==> config.mk <==
export PLATFORM = sky130hd
export DESIGN_NAME = ssd_scroll_scheduler_flat
export DESIGN_NICKNAME = d
export VERILOG_FILES = /design/src/rtl/ssd_scroll_if.sv /design/src/rtl/ssd_scroll_scheduler.sv /design/src/flat_wrapper.sv
export SDC_FILE = /design/constraint.sdc
export NUM_CORES = 1
export LEC_CHECK = 0
export ABC_AREA = 1
export CAP_MARGIN = 30
export CORE_MARGIN = 2
export CORE_UTILIZATION = 30
export CTS_CLUSTER_SIZE = 14
export DETAILED_ROUTE_END_ITERATION = 8
export DONT_BUFFER_PORTS = 1
export PLACE_DENSITY = 0.48
export SKIP_LAST_GASP = 1
export SLEW_MARGIN = 20
export SYNTH_ARGS = -nofsm -noshare
export SYNTH_HDL_FRONTEND = slang
export SYNTH_SLANG_ARGS = --single-unit
export TNS_END_PERCENT = 100
==> constraint.sdc <==
create_clock -name clk -period 18.5 [get_ports clk]
set_clock_uncertainty 0.05 [all_clocks]
set_input_delay 3.7 -clock clk [delete_from_list [all_inputs] [get_ports clk]]
set_output_delay 3.7 -clock clk [all_outputs]
set_load 0.02 [all_outputs]
==> src/rtl/ssd_scroll_if.sv <==
// Bus between the scroll scheduler and its controller: message buffer
// write port, scroll controls, and the multiplexed display outputs.
interface ssd_scroll_if;
    logic       wr_en;
    logic [3:0] wr_addr;
    logic [3:0] wr_data;
    logic [3:0] msg_len;
    logic       start;
    logic       stop;
    logic       hold;
    logic [3:0] anodes;
    logic [3:0] char;
    logic [3:0] offset;
    logic       busy;
    logic       step_pulse;

    // Controller side: drives writes and scroll controls, observes the display.
    modport master (
        output wr_en, wr_addr, wr_data, msg_len, start, stop, hold,
        input  anodes, char, offset, busy, step_pulse
    );

    // Scheduler side.
    modport slave (
        input  wr_en, wr_addr, wr_data, msg_len, start, stop, hold,
        output anodes, char, offset, busy, step_pulse
    );
endinterface

==> src/rtl/ssd_scroll_scheduler.sv <==
// Four-digit seven-segment scroll scheduler.
// Multiplexes a 16-entry message buffer across four active-low digit
// anodes and scrolls the message one position every FRAMES_PER_STEP
// full scan frames while in SCROLL.
// Optional feature: define SSD_SCROLL_BLANK_EN to blank all anodes during
// the first dwell cycle of every digit (anti-ghosting).
module ssd_scroll_scheduler #(
    parameter int DWELL           = 4096,
    parameter int FRAMES_PER_STEP = 64
) (
    input  logic        clk,
    input  logic        reset,
    ssd_scroll_if.slave bus
);

    localparam int DW = (DWELL > 1) ? $clog2(DWELL) : 1;
    localparam int FW = (FRAMES_PER_STEP > 1) ? $clog2(FRAMES_PER_STEP) : 1;
    localparam logic [DW-1:0] DWELL_LAST = DW'(DWELL - 1);
    localparam logic [FW-1:0] FRAME_LAST = FW'(FRAMES_PER_STEP - 1);

    localparam logic [1:0] ST_IDLE   = 2'd0;
    localparam logic [1:0] ST_SCROLL = 2'd1;
    localparam logic [1:0] ST_PAUSE  = 2'd2;

    logic [3:0]    msg_buf_q [16];
    logic [3:0]    msg_buf_d [16];
    logic [DW-1:0] dwell_q, dwell_d;
    logic [1:0]    digit_q, digit_d;
    logic [FW-1:0] frame_q, frame_d;
    logic [1:0]    state_q, state_d;
    logic [3:0]    offset_q, offset_d;
    logic          step_pulse_q, step_pulse_d;
    logic [3:0]    anodes_q, anodes_d;
    logic [3:0]    char_q, char_d;

    logic          dwell_wrap;
    logic          frame_end;
    logic [4:0]    len5;
    logic          off_ovf;
    logic [3:0]    eff_off;
    logic [4:0]    idx;
    logic [3:0]    digit_sel;

    assign dwell_wrap = (dwell_q == DWELL_LAST);
    assign frame_end  = dwell_wrap && (digit_q == 2'd0);
    assign len5       = {1'b0, bus.msg_len} + 5'd1;
    assign off_ovf    = ({1'b0, offset_q} >= len5);
    // A stale offset beyond a freshly shortened message is shown as 0,
    // matching the value it is forced to on the next edge.
    assign eff_off    = off_ovf ? 4'd0 : offset_q;

    // Message buffer write port; every address is writable in every state.
    always_comb begin
        // NOTE: default every always_comb output first so no path leaves it unassigned and infers a latch.
        msg_buf_d = msg_buf_q;
        if (bus.wr_en) begin
            msg_buf_d[bus.wr_addr] = bus.wr_data;
        end
    end

    // Scan timing: dwell counter and digit index walking an3 -> an0.
    always_comb begin
        dwell_d = dwell_wrap ? '0 : dwell_q + DW'(1);
        digit_d = dwell_wrap ? digit_q - 2'd1 : digit_q;
    end

    // Character lookup for the digit currently selected: (offset + 3 - k) mod L.
    always_comb begin
        idx = {1'b0, eff_off} + {3'b000, 2'd3 - digit_q};
        // eff_off < L, so the sum is below L+3 and three conditional subtracts suffice even for L=1.
        for (int i = 0; i < 3; i++) begin
            if (idx >= len5) begin
                idx = idx - len5;
            end
        end
        char_d    = msg_buf_q[idx[3:0]];
        digit_sel = ~(4'b0001 << digit_q);
`ifdef SSD_SCROLL_BLANK_EN
        anodes_d  = (dwell_q == '0) ? 4'b1111 : digit_sel;
`else
        anodes_d  = digit_sel;
`endif
    end

    // Scroll FSM: state transitions, frame counting and offset advance.
    always_comb begin
        state_d      = state_q;
        offset_d     = offset_q;
        frame_d      = frame_q;
        step_pulse_d = 1'b0;

        if (bus.stop) begin
            state_d = ST_IDLE;
        end else begin
            case (state_q)
                ST_IDLE:   if (bus.start) state_d = ST_SCROLL;
                ST_SCROLL: if (bus.hold)  state_d = ST_PAUSE;
                ST_PAUSE:  if (!bus.hold) state_d = ST_SCROLL;
                default:   state_d = ST_IDLE;
            endcase
        end

        if (bus.stop || state_q == ST_IDLE) begin
            offset_d = 4'd0;
            frame_d  = '0;
        end else begin
            if (off_ovf) begin
                offset_d = 4'd0;
            end
            if (state_q == ST_SCROLL && frame_end) begin
                if (frame_q == FRAME_LAST) begin
                    frame_d = '0;
                    if (!off_ovf) begin
                        offset_d     = (offset_q == bus.msg_len) ? 4'd0 : offset_q + 4'd1;
                        step_pulse_d = 1'b1;
                    end
                end else begin
                    frame_d = frame_q + FW'(1);
                end
            end
        end
    end

    // Message buffer storage, cleared by reset.
    always_ff @(posedge clk or negedge reset) begin
        if (!reset) begin
            // NOTE: the buffer is cleared on reset because a cleared message is visible behaviour, not just hygiene.
            for (int i = 0; i < 16; i++) begin
                msg_buf_q[i] <= 4'd0;
            end
        end else begin
            msg_buf_q <= msg_buf_d;
        end
    end

    // Scan, FSM and display registers.
    always_ff @(posedge clk or negedge reset) begin
        if (!reset) begin
            // NOTE: sequential state uses non-blocking assignments so every flop samples pre-edge values.
            dwell_q      <= '0;
            digit_q      <= 2'd3;
            frame_q      <= '0;
            state_q      <= ST_IDLE;
            offset_q     <= 4'd0;
            step_pulse_q <= 1'b0;
            anodes_q     <= 4'b1111;
            char_q       <= 4'd0;
        end else begin
            dwell_q      <= dwell_d;
            digit_q      <= digit_d;
            frame_q      <= frame_d;
            state_q      <= state_d;
            offset_q     <= offset_d;
            step_pulse_q <= step_pulse_d;
            anodes_q     <= anodes_d;
            char_q       <= char_d;
        end
    end

    assign bus.anodes     = anodes_q;
    assign bus.char       = char_q;
    assign bus.offset     = offset_q;
    assign bus.busy       = (state_q != ST_IDLE);
    assign bus.step_pulse = step_pulse_q;

endmodule

==> src/flat_wrapper.sv <==
// flat-port wrapper written by rule: the top's interface ports become plain ports
module ssd_scroll_scheduler_flat 
#(
    parameter int DWELL           = 4096,
    parameter int FRAMES_PER_STEP = 64
)
  (clk, reset, bus_wr_en, bus_wr_addr, bus_wr_data, bus_msg_len, bus_start, bus_stop, bus_hold, bus_anodes, bus_char, bus_offset, bus_busy, bus_step_pulse);
  ssd_scroll_if bus_i ();
  input  logic clk;
  input  logic reset;
  input wire logic [$bits(bus_i.wr_en)-1:0] bus_wr_en;
  input wire logic [$bits(bus_i.wr_addr)-1:0] bus_wr_addr;
  input wire logic [$bits(bus_i.wr_data)-1:0] bus_wr_data;
  input wire logic [$bits(bus_i.msg_len)-1:0] bus_msg_len;
  input wire logic [$bits(bus_i.start)-1:0] bus_start;
  input wire logic [$bits(bus_i.stop)-1:0] bus_stop;
  input wire logic [$bits(bus_i.hold)-1:0] bus_hold;
  output wire logic [$bits(bus_i.anodes)-1:0] bus_anodes;
  output wire logic [$bits(bus_i.char)-1:0] bus_char;
  output wire logic [$bits(bus_i.offset)-1:0] bus_offset;
  output wire logic [$bits(bus_i.busy)-1:0] bus_busy;
  output wire logic [$bits(bus_i.step_pulse)-1:0] bus_step_pulse;
  assign bus_i.wr_en = bus_wr_en;
  assign bus_i.wr_addr = bus_wr_addr;
  assign bus_i.wr_data = bus_wr_data;
  assign bus_i.msg_len = bus_msg_len;
  assign bus_i.start = bus_start;
  assign bus_i.stop = bus_stop;
  assign bus_i.hold = bus_hold;
  assign bus_anodes = bus_i.anodes;
  assign bus_char = bus_i.char;
  assign bus_offset = bus_i.offset;
  assign bus_busy = bus_i.busy;
  assign bus_step_pulse = bus_i.step_pulse;
  ssd_scroll_scheduler #(.DWELL(DWELL), .FRAMES_PER_STEP(FRAMES_PER_STEP)) u_core (.clk(clk), .reset(reset), .bus(bus_i));
endmodule
==> metrics.md, run 1 <==
| Metric | Value |
|---|---|
| Final Cycle Share | `56.4%` |
| I/O Buffers | `0` |
| Cts bufs inserted | `9` |
| Worst Hold Depth | `1` |
| Synth top area share | `38.7%` |
| Max_slew headroom | `37.1%` |
| Worst EP required | `18.68 ns` |
| Final WL | `14.7 mm` |
| Post-DRT Antenna Nets | `0` |
| Post-synth EDFFs | `0` |
| Area contributors post-synth | `dfrtp_1, nand2_1, nand3_1` |
| GRT Overall Usage | `14.5%` |
| Sequential power share | `33.5%` |
| Worst hold start | `u_core.frame_q[4]` |
| WL met1 | `7.22 mm` |
| Top Family by Delay on Critical Path | `simple AND/OR/NAND/NOR gates` |
| Antenna cells | `0` |
| Die Y-Extent | `146 um` |
| Critical path type | `in2reg` |
| Rows | `51` |
| Gate power share | `41.7%` |
| Die Area | `21200 um^2` |
| Tot Pwr | `823 uW` |
| Final hold vios | `0` |
| Bufs on Longest Clock Path | `2` |
| Number of global-route vias before repair | `4768` |
| Drt pass-1 iters | `4` |
| Via count | `4898` |
| Final Setup Violations | `0` |
| Ys Warns | `0` |
| Initial core utilization | `30.8%` |
| CP dominant cell by count | `nand2_1` |
| Clk pwr share | `24.8%` |
| Status | `finished clean` |
| Final core occ | `33.5%` |
| Critical Path AT | `10.62 ns` |
| Average cell area after synthesis | `7.69 um^2` |
| RSZ-0062 raised after global routing | `no` |
| Peak supply drop | `49.8 uV` |
| Die width | `146 um` |
| Routability Congestion | `0.817` |
| Placed Cells incl. Taps | `1028` |
| Count leader, synth | `nand2_1` |
| Post-route DRC | `0` |
| Top Layer Used | `met4` |
| Synthesized instance count | `781` |
| H-Tree Depth | `3` |
| Leading area contributor after synthesis | `dfrtp_1` |
| Initial antenna violation count | `0` |
| Met2 WL | `6.83 mm` |
| IO Count | `32` |
| Ys async rst share | `100%` |
| Sequential area share after synthesis | `41.4%` |
| Internal | `483 uW` |
| Leak | `3.17 nW` |
| Metal3 WL | `457 um` |
| Mean number of vias per cell | `4.69` |
| Largest net degree at the start of global routing | `100` |
| Most instantiated cells after synthesis | `nand2_1, nand3_1, inv_1, dfrtp_1, o21ai_0` |
| CTS tree | `built` |
| Sink Count | `99` |
| Synth cell types | `38` |
| Congestion Overflow GR | `0` |
| Post-Syn Nets | `829` |
| Area grow syn2layout | `8.83%` |
| Hold_buf cts | `0` |
| R2R Path Start | `u_core.bus.offset[0]` |
| Worst setup startpoint | `bus_msg_len[0]` |
| CP Launch Type | `input pin` |
| Reg2reg path depth | `47` |
| Clk Latency, worst-skew pair | `0.35 ns` |
| Fmax | `95.8 MHz` |
| Largest fanout on the critical path | `32` |
| Final instance area | `6540 um^2` |
| Total of max-cap violations | `0` |
| Fillers | `2108` |
| Hold/Removal Path Class | `reg2reg` |
| Layout cell share with drive strength beyond 1 | `7.70%` |
| Main flop type after synthesis | `dfrtp_1` |
| CTS root buf | `clkbuf_16` |
| HPWL after detailed placement | `10.5 mm` |
| Wire per inst | `14.1 um` |
| Post-CTS Resized | `0` |
| Core Area | `19500 um^2` |
| Post-route setup slack | `8.06 ns` |
| Finished Layout Cells | `1044` |
| Dpl ws | `7.72 ns` |
| Global-route wire length before repair | `25.1 mm` |
| Fin nets | `822` |
| Setup TNS | `0 ns` |
| NetSw | `340 uW` |
| Post-CTS Setup Bufs | `0` |
| Starting DRT DRC Count | `306` |
| Instance count on the critical path | `46` |
| CP max stage delay | `0.54 ns` |
| Slew Viols, Final | `0` |
| CP Capture Type | `flip-flop` |
| Pwr Density | `126 nW/um^2` |
| Crit-path slowest cell | `nand3_2` |
| Synth Cell Area | `6010 um^2` |
| Worst Hold Slack | `0.407 ns` |
| Period minus WS final | `10.44 ns` |
| Clk pin slew, worst setup/hold paths | `0.07 ns` |
| Seq cells post-synth | `99` |
| Dpl cell area | `6220 um^2` |
| Slew at the pin closest to its max-slew limit | `0.920 ns` |
| CP Buf/Inv Count | `9` |
| Sw frac | `41.3%` |
-- routing by layer --
layer	vias up	track usage, %
met3	16	2.63
met4	0	4.22
li1	2530	-
met2	78	22.7
met5	-	0
met1	2274	20.6
-- layout make-up --
type	count	area, um^2	area share [%]
sequential	99	2480	38.0
timing repair buffer	1	7.51	0.115
inverter	99	372	5.68
multi-input combinational	564	3020	46.2
clock inverter	6	90.1	1.38
clock buffer	10	229	3.50
tap	265	332	5.07
-- state kept, by name (all words and copies together), names as in the netlist --
name                   count
u_core.digit_q             2
u_core.dwell_q            12
u_core.msg_buf_q          64
u_core.bus.offset          4
u_core.frame_q             6
u_core.bus.step_pulse      1
u_core.state_q             2
u_core.bus.anodes          4
u_core.bus.char            4
-- power by group through the flow --
stage | logic [mW] | clock network [mW] | registers [mW]
2_1_floorplan | 0.294 | 0 | 0.272
6_report | 0.343 | 0.204 | 0.276
4_1_cts | 0.348 | 0.210 | 0.276
5_1_grt | 0.397 | 0.220 | 0.279
3_3_place_gp | 0.346 | 0 | 0.281
3_5_place_dp | 0.346 | 0 | 0.280
-- cells by family (layout without fill, tap and decap cells) --
logic type                 after synthesis  count (layout)  synth area share [%]
adders and majority gates               30              30                  6.75
AOI/OAI and AO/OA                      111             111                  10.0
xor gates and xnor gates                15              15                  2.19
buffers and inverters                  118             116                  8.31
and+or+nand+nor                        408             408                  31.4
DFF                                     99              99                  41.4
-- cell usage in the layout (no fill, tap or decap), types with 2 or more instances in the layout --
cell	Yosys	layout
fa_1	4	4
a21oi_1	29	29
clkinv_4	0	2
xnor2_1	5	5
nor3_1	6	6
o21ai_0	69	69
xor2_1	10	10
nand3_4	2	2
nand3b_1	5	5
o21ai_1	2	2
nand2_4	6	6
dfstp_2	6	6
a211oi_1	2	2
clkbuf_16	0	9
nand2_2	14	14
ha_1	26	26
dfrtp_1	93	93
nand2_1	179	179
o21a_1	3	3
o21ai_4	2	2
nand3_2	3	3
a31oi_1	2	2
nand3_1	122	122
inv_2	4	4
or2_2	4	4
bufinv_16	0	2
nand4_1	2	2
inv_1	94	94
nor2_1	60	60
-- path summary, 6_finish.rpt --
check	slack (ns)	to
min in group asynchronous	2.99	u_core.msg_buf_q[14]
hold / removal	0.41	u_core.frame_q[4]
setup / recovery	8.06	u_core.bus.char[0]
hold reg to reg	0.41	u_core.frame_q[4]
max in group asynchronous	15.16	u_core.bus.anodes[1]
setup reg to reg	11.24	u_core.bus.char[0]
Note: power is estimated with default switching activity, not from simulation.
==> run 2, diff against run 1 <==
==> constraint.sdc (replaced) <==
create_clock -name clk -period 9.7 [get_ports clk]
set_clock_uncertainty 0.05 [all_clocks]
set_input_delay 1.94 -clock clk [delete_from_list [all_inputs] [get_ports clk]]
set_output_delay 1.94 -clock clk [all_outputs]
set_load 0.02 [all_outputs]
==> run 2 against run 1 <==
Final cell count up 0.29%. Combinational power up 96%. Highest routed layer unchanged. Sequential cell count unchanged. Clock power up 83%. First-iteration DRC count down 19%. Largest power group unchanged. Hold slack worse by 0.0014 ns. Non-clock buffer count up 3. Setup slack worse by 6.8 ns. Global-route usage up 0.21 points. Routed wire length up 0.98%. Register-to-register slack worse by 8.5 ns.
==> metrics.md, run 2 (same netlist as run 1, synthesis figures left out) <==
| Metric | Value |
|---|---|
| IO Count | `32` |
| Initial core utilization | `30.8%` |
| Drt pass-1 iters | `5` |
| CP dominant cell by count | `nand2_1` |
| Starting DRT DRC Count | `248` |
| Hold_buf cts | `0` |
| Leak | `3.19 nW` |
| Final Setup Violations | `0` |
| FF-to-FF End | `u_core.bus.char[0]` |
| Layout cell share with drive strength beyond 1 | `7.93%` |
| Routability Congestion | `0.808` |
| Final Cycle Share | `86.6%` |
| Slew at the pin closest to its max-slew limit | `0.676 ns` |
| Setup crit end | `u_core.bus.char[0]` |
| Total of max-cap violations | `0` |
| HPWL after detailed placement | `10.4 mm` |
| Via count | `4920` |
| Dpl ws | `0.874 ns` |
| Wire per inst | `14.2 um` |
| Reg2Reg Setup Slack | `2.77 ns` |
| Final core occ | `33.5%` |
| CTS tree | `built` |
| Fmax | `119 MHz` |
| CP Capture Type | `flip-flop` |
| Post-CTS Resized | `0` |
| Max reg flops | `64` |
| Die Y-Extent | `146 um` |
| Critical path type | `in2reg` |
| Commonest cells after routing, fill and taps aside | `nand2_1, nand3_1, inv_1` |
| Clk pin slew, worst setup/hold paths | `0.07 ns` |
| Most flop-heavy register | `u_core.msg_buf_q` |
| Core Area | `19500 um^2` |
| Largest fanout on the critical path | `32` |
| Global-route wire length before repair | `25.2 mm` |
| Slew Viols, Final | `0` |
| Clk Latency, worst-skew pair | `0.35 ns` |
| CP max stage delay | `0.44 ns` |
| Tot Pwr | `1.57 mW` |
| Reg2reg path depth | `48` |
| Post-route setup slack | `1.30 ns` |
| Cts bufs inserted | `9` |
| Worst Hold Slack | `0.406 ns` |
| Largest net degree at the start of global routing | `100` |
| RSZ-0062 raised after global routing | `no` |
| Pwr Density | `240 nW/um^2` |
| I/O Buffers | `0` |
| H-Tree Depth | `3` |
| Post-DRT Antenna Nets | `0` |
| Sink Count | `99` |
| Period minus WS final | `8.40 ns` |
| Post-CTS Setup Bufs | `0` |
| Rows | `51` |
| Congestion Overflow GR | `0` |
| Crit-path slowest cell | `ha_1` |
| R2R Path Start | `u_core.bus.offset[0]` |
| Critical Path AT | `8.59 ns` |
| Hold/Removal Path Class | `reg2reg` |
| Mean number of vias per cell | `4.70` |
| Final WL | `14.9 mm` |
| Antenna cells | `0` |
| Area grow syn2layout | `8.98%` |
| Number of global-route vias before repair | `4871` |
| Worst setup startpoint | `bus_msg_len[0]` |
| Die width | `146 um` |
| Peak supply drop | `107 uV` |
| Die Area | `21200 um^2` |
| Worst EP required | `9.89 ns` |
| GRT Overall Usage | `14.7%` |
| Biggest regs | `u_core.msg_buf_q x64, u_core.dwell_q x12, u_core.frame_q x6` |
| Status | `finished clean` |
| Setup TNS | `0 ns` |
| CP Launch Type | `input pin` |
| Bufs on Longest Clock Path | `2` |
| Initial antenna violation count | `0` |
| Fin nets | `825` |
| Commonest non-fill, non-tap cell in the layout | `nand2_1` |
| CTS root buf | `clkbuf_16` |
| Post-route DRC | `0` |
| Max_slew headroom | `54.9%` |
| Final hold vios | `0` |
run 2: power by group:
part           switching (mW)  leakage (nW)  internal (mW)
Combinational           0.451          1.81          0.221
Clock                   0.170         0.140          0.203
Sequential             0.0458          1.24          0.479
Total                   0.667          3.19          0.903
run 2: cell type report:
class | instances | area, um^2
inverter | 99 | 372
timing repair buffer | 4 | 35.0
tap | 265 | 332
clock inverter | 6 | 71.3
clock buffer | 10 | 229
sequential | 99 | 2480
multi-input combinational | 564 | 3020
fill | 2163 | 13000
run 2: per-layer routing:
layer	track usage, %	vias up	part of all wire, %
li1	-	2531	-
met3	3.13	13	3.9
met5	0	-	0
met4	3.77	0	1.2
met1	19.9	2292	49
met2	24.1	84	46
run 2: worst max-delay path: cells and delay by family:
family | cells | cell delay [ns]
compound gates | 4 | 0.74
xor+xnor | 1 | 0.14
fa+ha+maj | 6 | 1.97
buf+inv | 10 | 1.16
simple gates | 26 | 2.63
run 2: worst min-delay path by stage:
stage,startpoint,endpoint,slack (ns),cells past startpoint
global placement,u_core.frame_q[4],u_core.frame_q[4],0.40,1
detailed placement,u_core.frame_q[4],u_core.frame_q[4],0.40,1
global route,u_core.frame_q[4],u_core.frame_q[4],0.44,1
finish,u_core.frame_q[4],u_core.frame_q[4],0.41,1
CTS,u_core.frame_q[4],u_core.frame_q[4],0.41,1
floorplan,u_core.frame_q[4],u_core.frame_q[4],0.37,1
run 2: per-stage QoR:
step	cells	cell area (um^2)
floorplan	781	6010
global placement	1030	6230
detailed placement	1030	6230
CTS	1046	6530
global route	1047	6550
finish	1047	6550
==> run 3, diff against run 2 <==
--- a/config.mk
+++ b/config.mk
@@ -6,13 +6,12 @@
 export NUM_CORES = 1
 export LEC_CHECK = 0
 export ABC_AREA = 1
-export CAP_MARGIN = 30
 export CORE_MARGIN = 2
 export CORE_UTILIZATION = 30
 export CTS_CLUSTER_SIZE = 14
 export DETAILED_ROUTE_END_ITERATION = 8
 export DONT_BUFFER_PORTS = 1
-export PLACE_DENSITY = 0.48
+export PLACE_DENSITY = 0.49
 export SKIP_LAST_GASP = 1
 export SLEW_MARGIN = 20
 export SYNTH_ARGS = -nofsm -noshare
==> constraint.sdc (replaced) <==
create_clock -name clk -period 7.3 [get_ports clk]
set_clock_uncertainty 0.05 [all_clocks]
set_input_delay 1.46 -clock clk [delete_from_list [all_inputs] [get_ports clk]]
set_output_delay 1.46 -clock clk [all_outputs]
set_load 0.02 [all_outputs]
==> run 3 against run 2 <==
Sequential cell count unchanged. Register-to-register slack worse by 1.8 ns. Global-route usage down 0.11 points. First-iteration DRC count up 0.81%. Critical endpoint is now u_core.bus.char[2]. Largest cell class unchanged. Largest power group unchanged. Highest routed layer unchanged.
==> metrics.md, run 3 (same netlist as run 1, synthesis figures left out) <==
| Metric | Value |
|---|---|
| Setup TNS | `0 ns` |
| Layout cell share with drive strength beyond 1 | `16.8%` |
| Largest net degree at the start of global routing | `100` |
| Core Area | `19500 um^2` |
| CTS tree | `built` |
| Commonest cells after routing, fill and taps aside | `nand2_1, nand3_1, dfrtp_1` |
| Hold/Removal Path Class | `reg2reg` |
| Critical path type | `in2reg` |
| Bufs on Longest Clock Path | `2` |
| CP dominant cell by count | `nand2_1` |
| Most flop-heavy register | `u_core.msg_buf_q` |
| GRT Overall Usage | `14.6%` |
| Antenna cells | `0` |
| Critical Path AT | `7.10 ns` |
| Initial antenna violation count | `0` |
| Sink Count | `99` |
| Crit-path slowest cell | `ha_1` |
| Leak | `3.50 nW` |
| CP Capture Type | `flip-flop` |
| Via count | `5064` |
| Die Y-Extent | `146 um` |
| Final Cycle Share | `94.6%` |
| Max reg flops | `64` |
| Final Setup Violations | `0` |
| Slew at the pin closest to its max-slew limit | `0.936 ns` |
| Number of global-route vias before repair | `4870` |
| Global-route wire length before repair | `25.0 mm` |
| Die Area | `21200 um^2` |
| IO Count | `32` |
| Status | `finished clean` |
| Congestion Overflow GR | `0` |
| Die width | `146 um` |
| Initial core utilization | `30.8%` |
| Placed Cells incl. Taps | `1078` |
| Rows | `51` |
| H-Tree Depth | `3` |
| RSZ-0062 raised after global routing | `no` |
| CTS root buf | `clkbuf_16` |
| Commonest non-fill, non-tap cell in the layout | `nand2_1` |
| Worst EP required | `7.50 ns` |
| Peak supply drop | `135 uV` |
| Total of max-cap violations | `0` |
| Wire per inst | `14.0 um` |
| Largest fanout on the critical path | `8` |
| CP Launch Type | `input pin` |
| Pwr Density | `325 nW/um^2` |
| Max_slew headroom | `36.0%` |
| Drt pass-1 iters | `5` |
| Final hold vios | `0` |
| Cts bufs inserted | `9` |
| Routability Congestion | `0.837` |
| Post-route DRC | `0` |
| Starting DRT DRC Count | `250` |
| Period minus WS final | `6.90 ns` |
| Post-DRT Antenna Nets | `0` |
| CP max stage delay | `0.34 ns` |
| Dpl cell area | `6660 um^2` |
| HPWL after detailed placement | `10.7 mm` |
| Biggest regs | `u_core.msg_buf_q x64, u_core.dwell_q x12, u_core.frame_q x6` |
| Mean number of vias per cell | `4.59` |
| I/O Buffers | `0` |
| Fin nets | `881` |
| Fmax | `145 MHz` |
| Final instance area | `7190 um^2` |
| Area grow syn2layout | `19.8%` |
| Slew Viols, Final | `0` |
| Clk Latency, worst-skew pair | `0.36 ns` |
| Final WL | `15.4 mm` |
| Clk pin slew, worst setup/hold paths | `0.08 ns` |
| Finished Layout Cells | `1103` |
==> run 3: cell types whose count changed in the layout (fill, tap and decap cells not counted), sizes merged <==
cell / before / now
inv: 101 / 104
dlymetal6s2s: 1 / 0
clkinvlp: 2 / 0
bufinv: 1 / 0
clkbuf: 10 / 11
clkinv: 1 / 2
buf: 3 / 58
==> run 3: layer usage <==
metal	wire [um]	up-vias	share of wire [%]	global-route usage (%)
met5	0	-	0	0
met4	201	0	1.3	4.85
met3	629	12	4.1	2.98
met2	7320	70	47	23.2
met1	7280	2335	47	20.0
li1	-	2647	-	-
==> run 3: stage by stage <==
stage | utilization, % | hold WS (ns) | total power, mW | setup slack (ns)
finish | 36.8 | 0.410 | 2.34 | 0.397
CTS | 35.6 | 0.411 | 2.22 | 0.156
global placement | 34.1 | 0.397 | 1.73 | -0.151
global route | 36.8 | 0.445 | 2.51 | 0.00717
detailed placement | 34.1 | 0.396 | 1.73 | -0.203
floorplan | - | 0.373 | 1.44 | 0.00439
==> run 3: layout make-up <==
class                           count  area (um^2)
Timing Repair Buffer               60          556
Fill cell                        2109        12300
Sequential cell                    99         2480
Clock buffer                        9          225
Clock inverter                      7         65.1
Multi-Input combinational cell    564         3160
Inverter                           99          372
Tap cell                          265          332
==> run 3: final timing paths <==
kind | from | endpoint | slack, ns | cells after the start
setup / recovery | bus_msg_len[1] | u_core.bus.char[2] | 0.40 | 46
hold / removal | u_core.frame_q[4] | u_core.frame_q[4] | 0.41 | 1
max in group asynchronous | reset | u_core.bus.anodes[2] | 6.18 | 0
setup reg to reg | u_core.bus.offset[0] | u_core.bus.char[2] | 1.00 | 47
min in group asynchronous | reset | u_core.msg_buf_q[12] | 0.74 | 0
hold reg to reg | u_core.frame_q[4] | u_core.frame_q[4] | 0.41 | 1
==> run 3: repair_timing <==
action	in CTS	in global routing
gates resized for setup	0	26
endpoints found under the setup margin	0	4
hold buffers	0	0
buffers inserted	0	6
==> run 3: worst max-delay path: cells and delay by family <==
family / cells / cell delay, ns
adder cells (fa/ha/maj): 6 / 1.56
AO/OA/AOI/OAI: 5 / 0.78
buffers and inverters: 10 / 1.01
AND/OR/NAND/NOR: 24 / 2.15
XOR/XNOR: 1 / 0.13
==> run 3: power breakdown <==
part           internal [mW]  switching, mW
Clock                  0.242          0.233
Sequential             0.637         0.0610
Combinational          0.492          0.671
Total                   1.37          0.965
